### config.mk
export PLATFORM = sky130hd
export DESIGN_NAME = ahbl_gpio_port
export DESIGN_NICKNAME = d
export VERILOG_FILES = /design/src/rtl/gpio_pkg.sv /design/src/rtl/gpio_sync_edge.sv /design/src/rtl/ahbl_gpio_port.sv
export SDC_FILE = /design/constraint.sdc
export NUM_CORES = 1
export LEC_CHECK = 0
export ABC_AREA = 1
export CORE_MARGIN = 2
export CORE_UTILIZATION = 35
export CTS_CLUSTER_SIZE = 12
export DETAILED_ROUTE_END_ITERATION = 8
export SLEW_MARGIN = 15
export SYNTH_ARGS = -nofsm -noshare
export SYNTH_HDL_FRONTEND = slang
export SYNTH_SLANG_ARGS = --single-unit
### constraint.sdc
create_clock -name HCLK -period 24.6 [get_ports HCLK]
set_input_delay 4.92 -clock HCLK [delete_from_list [all_inputs] [get_ports HCLK]]
set_output_delay 4.92 -clock HCLK [all_outputs]
set_load 0.01 [all_outputs]
### src/rtl/gpio_pkg.sv
// Shared definitions for the AHB-Lite GPIO port: register offsets, AHB encodings,
// and the byte-lane decode used by the register file.
package gpio_pkg;

   typedef enum logic [2:0] {
      OFF_DATA_OUT = 3'd0,
      OFF_DIR      = 3'd1,
      OFF_DATA_IN  = 3'd2,
      OFF_IM       = 3'd3,
      OFF_EDGE     = 3'd4,
      OFF_IS       = 3'd5,
      OFF_RSVD6    = 3'd6,
      OFF_RSVD7    = 3'd7
   } reg_off_e;

   localparam logic [1:0] HTRANS_IDLE   = 2'b00;
   localparam logic [1:0] HTRANS_BUSY   = 2'b01;
   localparam logic [1:0] HTRANS_NONSEQ = 2'b10;
   localparam logic [1:0] HTRANS_SEQ    = 2'b11;

   localparam logic [2:0] HSIZE_BYTE = 3'd0;
   localparam logic [2:0] HSIZE_HALF = 3'd1;
   localparam logic [2:0] HSIZE_WORD = 3'd2;

   // Larger sizes are treated as a full word.
   function automatic logic [3:0] lane_mask(input logic [2:0] size, input logic [1:0] lo);
      logic [3:0] m;
      case (size)
         HSIZE_BYTE: m = 4'b0001 << lo;
         HSIZE_HALF: m = lo[1] ? 4'b1100 : 4'b0011;
         default:    m = 4'b1111;
      endcase
      return m;
   endfunction

endpackage

### src/rtl/gpio_sync_edge.sv
// Two-flop pin synchronizer with per-pin rising/falling edge detection,
// held quiet until the synchronizer and history flop carry real pin state.
module gpio_sync_edge import gpio_pkg::*; #(
   parameter int unsigned WIDTH = 32
) (
   input  logic             HCLK,
   input  logic             HRESET,
   input  logic [WIDTH-1:0] GPIO_IN,
   input  logic [WIDTH-1:0] EDGE,
   output logic [WIDTH-1:0] sync,
   output logic [WIDTH-1:0] edge_det
);

   logic [WIDTH-1:0] sync1_q;
   logic [WIDTH-1:0] sync2_q;
   logic [WIDTH-1:0] prev_q;
   logic [1:0]       warm_q;
   logic             armed_q;
   logic [WIDTH-1:0] rise;
   logic [WIDTH-1:0] fall;

   // armed_q trails the saturated counter by one cycle so the first compare
   // already sees prev_q loaded from a valid sync2_q.
   always_ff @(posedge HCLK or posedge HRESET) begin
      if (HRESET) begin
         sync1_q <= '0;
         sync2_q <= '0;
         prev_q  <= '0;
         warm_q  <= '0;
         armed_q <= 1'b0;
      end else begin
         sync1_q <= GPIO_IN;
         sync2_q <= sync1_q;
         prev_q  <= sync2_q;
         if (warm_q != 2'd2) warm_q <= warm_q + 2'd1;
         armed_q <= (warm_q == 2'd2);
      end
   end

   assign rise = sync2_q & ~prev_q;
   assign fall = ~sync2_q & prev_q;

   always_comb begin
      edge_det = '0;
      if (armed_q) edge_det = (EDGE & fall) | (~EDGE & rise);
   end

   assign sync = sync2_q;

endmodule

### src/rtl/ahbl_gpio_port.sv
// AHB-Lite zero-wait-state GPIO bank: output/direction registers, synchronized
// input readback and sticky edge interrupt status with a masked level IRQ.
module ahbl_gpio_port import gpio_pkg::*; #(
   parameter int unsigned WIDTH = 32
) (
   input  logic             HCLK,
   input  logic             HRESET,
   input  logic             HSEL,
   input  logic [31:0]      HADDR,
   input  logic [1:0]       HTRANS,
   input  logic             HWRITE,
   input  logic [2:0]       HSIZE,
   input  logic [31:0]      HWDATA,
   input  logic             HREADY,
   output logic             HREADYOUT,
   output logic             HRESP,
   output logic [31:0]      HRDATA,
   output logic [WIDTH-1:0] GPIO_OUT,
   output logic [WIDTH-1:0] GPIO_OE,
   input  logic [WIDTH-1:0] GPIO_IN,
   output logic             IRQ
);

   logic             accept;
   logic             pend_q;
   logic             pend_write_q;
   reg_off_e         pend_off_q;
   logic [2:0]       pend_size_q;
   logic [1:0]       pend_lo_q;

   logic [WIDTH-1:0] data_out_q;
   logic [WIDTH-1:0] dir_q;
   logic [WIDTH-1:0] im_q;
   logic [WIDTH-1:0] edge_q;
   logic [WIDTH-1:0] is_q;

   logic [WIDTH-1:0] data_in;
   logic [WIDTH-1:0] edge_det;
   logic [3:0]       lanes;
   logic [31:0]      bmask;
   logic [WIDTH-1:0] wmask;
   logic [WIDTH-1:0] wdata;
   logic             wr_en;
   logic [WIDTH-1:0] w1c;
   logic [WIDTH-1:0] rd_val;
   logic             unused_ok;

   assign accept    = HSEL & HTRANS[1] & HREADY;
   assign unused_ok = ^{HADDR[31:5], HTRANS[0]};

   always_ff @(posedge HCLK or posedge HRESET) begin
      if (HRESET) begin
         pend_q       <= 1'b0;
         pend_write_q <= 1'b0;
         pend_off_q   <= OFF_DATA_OUT;
         pend_size_q  <= '0;
         pend_lo_q    <= '0;
      end else if (accept) begin
         pend_q       <= 1'b1;
         pend_write_q <= HWRITE;
         pend_off_q   <= reg_off_e'(HADDR[4:2]);
         pend_size_q  <= HSIZE;
         pend_lo_q    <= HADDR[1:0];
      end else begin
         pend_q       <= 1'b0;
      end
   end

   gpio_sync_edge #(.WIDTH(WIDTH)) u_sync_edge (
      .HCLK     (HCLK),
      .HRESET   (HRESET),
      .GPIO_IN  (GPIO_IN),
      .EDGE     (edge_q),
      .sync     (data_in),
      .edge_det (edge_det)
   );

   assign lanes = lane_mask(pend_size_q, pend_lo_q);
   assign bmask = {{8{lanes[3]}}, {8{lanes[2]}}, {8{lanes[1]}}, {8{lanes[0]}}};
   assign wmask = bmask[WIDTH-1:0];
   assign wdata = HWDATA[WIDTH-1:0];
   assign wr_en = pend_q & pend_write_q;
   assign w1c   = (wr_en && pend_off_q == OFF_IS) ? (wdata & wmask) : '0;

   always_ff @(posedge HCLK or posedge HRESET) begin
      if (HRESET) begin
         data_out_q <= '0;
         dir_q      <= '0;
         im_q       <= '0;
         edge_q     <= '0;
         is_q       <= '0;
      end else begin
         if (wr_en) begin
            case (pend_off_q)
               OFF_DATA_OUT: data_out_q <= (data_out_q & ~wmask) | (wdata & wmask);
               OFF_DIR:      dir_q      <= (dir_q & ~wmask) | (wdata & wmask);
               OFF_IM:       im_q       <= (im_q & ~wmask) | (wdata & wmask);
               OFF_EDGE:     edge_q     <= (edge_q & ~wmask) | (wdata & wmask);
               default:      ;
            endcase
         end
         // A new edge in the same cycle as its write-1-to-clear keeps the bit set.
         is_q <= (is_q & ~w1c) | edge_det;
      end
   end

   always_comb begin
      rd_val = '0;
      case (pend_off_q)
         OFF_DATA_OUT: rd_val = data_out_q;
         OFF_DIR:      rd_val = dir_q;
         OFF_DATA_IN:  rd_val = data_in;
         OFF_IM:       rd_val = im_q;
         OFF_EDGE:     rd_val = edge_q;
         OFF_IS:       rd_val = is_q;
         OFF_RSVD6:    rd_val = '0;
         OFF_RSVD7:    rd_val = '0;
         default:      rd_val = '0;
      endcase
   end

   always_comb begin
      HRDATA = '0;
      if (pend_q && !pend_write_q) HRDATA[WIDTH-1:0] = rd_val;
   end

   assign HREADYOUT = 1'b1;
   assign HRESP     = 1'b0;
   assign GPIO_OUT  = data_out_q;
   assign GPIO_OE   = dir_q;
   assign IRQ       = |(is_q & im_q);

endmodule

==> results of run 1 <==
-- power breakdown --
| group | total, mW | switching [mW] | leakage [nW] | internal, mW |
|---|---|---|---|---|
| logic | 0.395 | 0.227 | 3.79 | 0.168 |
| registers | 0.602 | 0.0730 | 2.82 | 0.529 |
| clock network | 0.496 | 0.188 | 0.545 | 0.308 |
| total | 1.49 | 0.488 | 7.15 | 1.00 |
-- Yosys cell counts (all sizes together) --
| master | count |
|---|---|
| nor3 | 4 |
| buf | 37 |
| clkbuf | 49 |
| nand4 | 91 |
| nor3b | 32 |
| dfrtp | 269 |
| o21ai | 106 |
| xnor2 | 1 |
| nor2 | 52 |
| clkinv | 2 |
| nand3 | 164 |
| inv | 84 |
| a21oi | 62 |
| nand2 | 495 |
| ha | 1 |
| nand3b | 32 |
| conb | 2 |
-- worst register-to-register path: cells and delay by family, from the launching register on --
family | cells | cell delay, ns
buffers and inverters | 3 | 1.62
flip-flops | 1 | 0.34
AND/OR/NAND/NOR | 5 | 2.10
-- metal layers --
| metal | wire length, um | up-vias | global-route usage | part of all wire |
|---|---|---|---|---|
| li1 | - | 5218 | - | - |
| met1 | 18000 | 5313 | 0.308 | 0.45 |
| met2 | 18100 | 446 | 0.346 | 0.45 |
| met3 | 2780 | 68 | 0.0332 | 0.070 |
| met4 | 1030 | 0 | 0.0615 | 0.026 |
| met5 | 0 | - | 0 | 0 |
-- cell type report --
class                      instances  share of cell area
multi-input combinational       1042               0.314
timing repair buffer             193               0.122
tap                              455              0.0367
clock inverter                    11              0.0125
clock buffer                      46              0.0588
inverter                          86              0.0213
sequential                       269               0.434
-- cell families after synthesis --
| logic type | Yosys count | share of synthesized area |
|---|---|---|
| adder cells (fa/ha/maj) | 1 | 0.00102 |
| other | 2 | 0.000611 |
| buffers and inverters | 172 | 0.0567 |
| XOR/XNOR | 1 | 0.000713 |
| flip-flops | 269 | 0.548 |
| AND/OR/NAND/NOR | 870 | 0.325 |
| AO/OA/AOI/OAI | 168 | 0.0684 |
-- final timing paths --
| check | slack, ns | endpoint | start | cells after the start |
|---|---|---|---|---|
| worst max register to register | 20.43 | register | pend_off_q[0] | 8 |
| min in group asynchronous | 4.86 | u_sync_edge.sync[20] | HRESET | 2 |
| max in group asynchronous | 18.32 | pend_off_q[0] | HRESET | 3 |
| worst min register to register | 0.34 | u_sync_edge.sync[21] | u_sync_edge.sync1_q[21] | 0 |
| worst max-delay path | 15.51 | HRDATA[31] | pend_off_q[2] | 8 |
| worst min-delay path | 0.34 | u_sync_edge.sync[21] | u_sync_edge.sync1_q[21] | 0 |
==> results.yml, run 1 <==
outcome:
  outcome: "finished clean"
drt:
  viasPerCell: 5.25
  ant_nets: 0
  routed_wl_um: 39900
  dr.pass1.iters: 6
  drc: 0
  drt_iter0_markers: 987
  vias: 11045
  wl_per_cell_um: 19.0
final_layout:
  register_area_um2: 6740
  nFillCells: 3451
  final_cells: 2102
  finalNetCount: 1730
  postLayoutCoreUtil: 0.449
  layout_commonest_cell: "nand2_1"
  multi_input_area_um2: 4870
  mostFrequentLayoutCells: "nand2_1, dfrtp_1, clkdlybuf4s50_1"
  drive_above_1_share: 0.0522
  n_antenna_cell: 0
  synthToLayoutAreaGrowth_pct: 26.2
  fin_area_um2: 15500
logic_synthesis:
  synth.avg_cell_area_um2: 8.28
  synth_cell_types: 26
  synth-seq-area-share: 0.548
  syn_inst: 1483
  netlist.area_leader.share: 0.548
  synth.area.top_cells: "dfrtp_1, nand2_1, nand3_1, nand4_1, o21ai_0"
  ys_seq_elements: 269
  synth_area_leader_cell: "dfrtp_1"
  synth_fp_nets: 1590
  syn_area_um2: 12300
  ys_warn_count: 0
timing:
  setup_viol: 0
  hold_viol: 0
  max_freq_mhz: 110
  hold_slack_ns: 0.336
  finalCritPeriodShare: 0.370
  fin_setup_tns_ns: 0
  skew_ns: 0.0138
  tightest_slew_ns: 1.14
  fin_crit_ns: 9.09
  fin_ws_ns: 15.51
  relSlewSlack: 0.233
  slew_violations: 0
  rsz0062_at_grt: "false"
floorplanning:
  die_h_um: 191
  io_pins: 205
  dieWidth_um: 191
  dieArea_um2: 36600
  initial_utilization: 0.356
  rows: 68
  design.core.area_um2: 34500
clock_network:
  post_cts_buffers: 0
  clock-sinks: 269
  cts_max_path_buffers: 3
  post_cts_resized: 0
  hold_buffers: 0
  clk_pin_slew_ns: 0.06
  cts-buffers-inserted: 31
  htreeDepth: 1
  root_buffer: "clkbuf_16"
  clk_latency_ns: 0.56
  cts_tree: "done"
global_routing:
  overflow: 0
  grt_usage: 0.218
  grt_first_pass_wirelength_um: 62300
  antenna_found_initial: 0
  grt_max_degree: 171
  grt_pass1_vias: 10890
worst_setup_path:
  worstPathCellList: "buf_4, inv_2, buf_4, nand2_2, inv_1, a21oi_1, a21oi_1, clkdlybuf4s50_1"
  cp.arrival_ns: 4.17
  crit_slowest_cell: "buf_4"
  max_stage_delay_ns: 0.70
  cp-start-kind: "register"
  path_class: "reg2out"
  cp-end-kind: "output pin"
  cp.required_ns: 19.68
  critical_path.max_fanout: 66
  critical-path-top-delay-family: "buffers and inverters"
  critPathBufInv: 5
job:
  cap_violations: 0
place:
  io_buffers: 174
  gp_congestion: 0.792
  dp_slack_ns: 16.11
  dp_cells: 2045
  hpwl_um: 23500
  place_area_um2: 14400
pwr:
  finalPower_mw: 1.49
  power.density_nw_per_um2: 96.3
  ir_worst_vdd_mv: 0.0609
  power.leakage_nw: 7.15
hold_path:
  min_path_type: "reg2reg"
Power figures use the tool's default switching activity.
==> run 2: changes to the inputs <==
clock period = 9.45 ns   (was 24.6 ns; I/O delays follow)
==> run 2 against run 1 <==
Register-to-register slack lost 15 ns. Critical path depth shrank 1. Clock skew shrank 0.0020 ns. Die area is the same. Combinational power grew to 2.6 times the previous value. Largest cell class unchanged.
==> results.yml, run 2 (synthesis gave the netlist of run 1 again) <==
outcome:
  outcome: "finished clean"
worst_setup_path:
  cp-start-kind: "register"
  critical_path.max_fanout: 60
  cp.arrival_ns: 4.00
  cp-end-kind: "output pin"
  cp.required_ns: 7.56
  reg2reg_slack_ns: 5.45
  path_class: "reg2out"
  worst-r2r-cell-count: 9
  r2r_start: "pend_off_q[2]"
hold_path:
  worstHoldPathCells: 0
  min_path_type: "reg2reg"
  holdPathEnd: "u_sync_edge.sync[0]"
  worstHoldStart: "u_sync_edge.sync1_q[0]"
pwr:
  ir_worst_vdd_mv: 0.180
  finalPower_mw: 3.74
  seqPwrFrac: 0.419
  p_sw_mw: 1.25
  p_sw_frac: 0.334
  p_int_mw: 2.49
  clockPowerShare: 0.306
  power.leakage_nw: 7.07
  power.density_nw_per_um2: 243
  share_comb_of_total_power: 0.276
floorplanning:
  rows: 68
  design.core.area_um2: 34500
  dieWidth_um: 191
  initial_utilization: 0.356
  dieArea_um2: 36600
  die_h_um: 191
  io_pins: 205
final_layout:
  mostFrequentLayoutCells: "nand2_1, dfrtp_1, clkdlybuf4s50_1"
  synthToLayoutAreaGrowth_pct: 25.0
  final_cells: 2100
  n_antenna_cell: 0
  postLayoutCoreUtil: 0.445
  finalNetCount: 1730
  layout_commonest_cell: "nand2_1"
  fin_area_um2: 15400
  drive_above_1_share: 0.0474
  nFillCells: 3434
timing:
  setup_viol: 0
  finalCritPeriodShare: 0.623
  hold_slack_ns: 0.339
  max_freq_mhz: 170
  relSlewSlack: 0.339
  skew_ns: 0.0118
  rsz0062_at_grt: "false"
  fin_setup_tns_ns: 0
  tightest_slew_ns: 0.987
  fin_ws_ns: 3.56
  slew_violations: 0
  hold_viol: 0
  fin_crit_ns: 5.89
drt:
  viasPerCell: 5.29
  vias: 11116
  wl_per_cell_um: 19.0
  ant_nets: 0
  routed_wl_um: 39900
  drc: 0
  drt_iter0_markers: 1001
  dr.pass1.iters: 5
job:
  cap_violations: 0
clock_network:
  cts-buffers-inserted: 31
  root_buffer: "clkbuf_16"
  hold_buffers: 0
  post_cts_buffers: 0
  htreeDepth: 1
  cts_max_path_buffers: 3
  clk_pin_slew_ns: 0.06
  cts_tree: "done"
  clk_latency_ns: 0.56
  clock-sinks: 269
  post_cts_resized: 0
global_routing:
  grt_pass1_vias: 10859
  antenna_found_initial: 0
  grt_first_pass_wirelength_um: 62800
  grt_usage: 0.220
  overflow: 0
  grt_max_degree: 161
place:
  io_buffers: 174
  place_area_um2: 14400
  dp_slack_ns: 4.15
  dp_cells: 2045
  gp_congestion: 0.788
  hpwl_um: 23600
-- run 2: power groups by stage --
| stage | clock [mW] | sequential, mW | combinational [mW] |
|---|---|---|---|
| after floorplan | 0 | 1.59 | 0.516 |
| after global placement | 0 | 1.58 | 1.02 |
| after detailed placement | 0 | 1.58 | 1.03 |
| after CTS | 1.17 | 1.56 | 1.03 |
| after global routing | 1.22 | 1.60 | 1.15 |
| final | 1.14 | 1.57 | 1.03 |
-- run 2: how the worst max path moves through the flow --
stage	slack [ns]	from	depth (start not counted)	to
after global routing	3.30	pend_off_q[2]	7	HRDATA[5]
after CTS	3.55	pend_off_q[2]	7	HRDATA[5]
final	3.56	pend_off_q[2]	7	HRDATA[21]
after global placement	4.15	pend_off_q[2]	7	HRDATA[21]
after detailed placement	4.15	pend_off_q[2]	7	HRDATA[5]
after floorplan	0.15	HRESET	1	asynchronous set/reset pin
-- run 2: cell type report --
type | count | area [um^2] | share of cell area
sequential | 269 | 6740 | 0.438
multi-input combinational | 1042 | 4870 | 0.317
tap | 455 | 569 | 0.0371
clock inverter | 5 | 56.3 | 0.00367
inverter | 86 | 330 | 0.0215
timing repair buffer | 193 | 1900 | 0.123
clock buffer | 50 | 907 | 0.0590
-- run 2: worst max-delay path, stage by stage, from the launching register on --
cell and delay (ns):
dfrtp_2 0.33, buf_4 0.64, inv_2 0.49, nand2_2 0.53, buf_4 0.46, o21ai_0 0.14, a21oi_1 0.23, clkdlybuf4s50_1 0.57
-- run 2: layer usage --
layer,track usage,up-vias,part of all wire
li1,-,5205,-
met4,0.0571,0,0.023
met5,0,-,0
met3,0.0305,62,0.060
met1,0.321,5456,0.46
met2,0.343,393,0.45
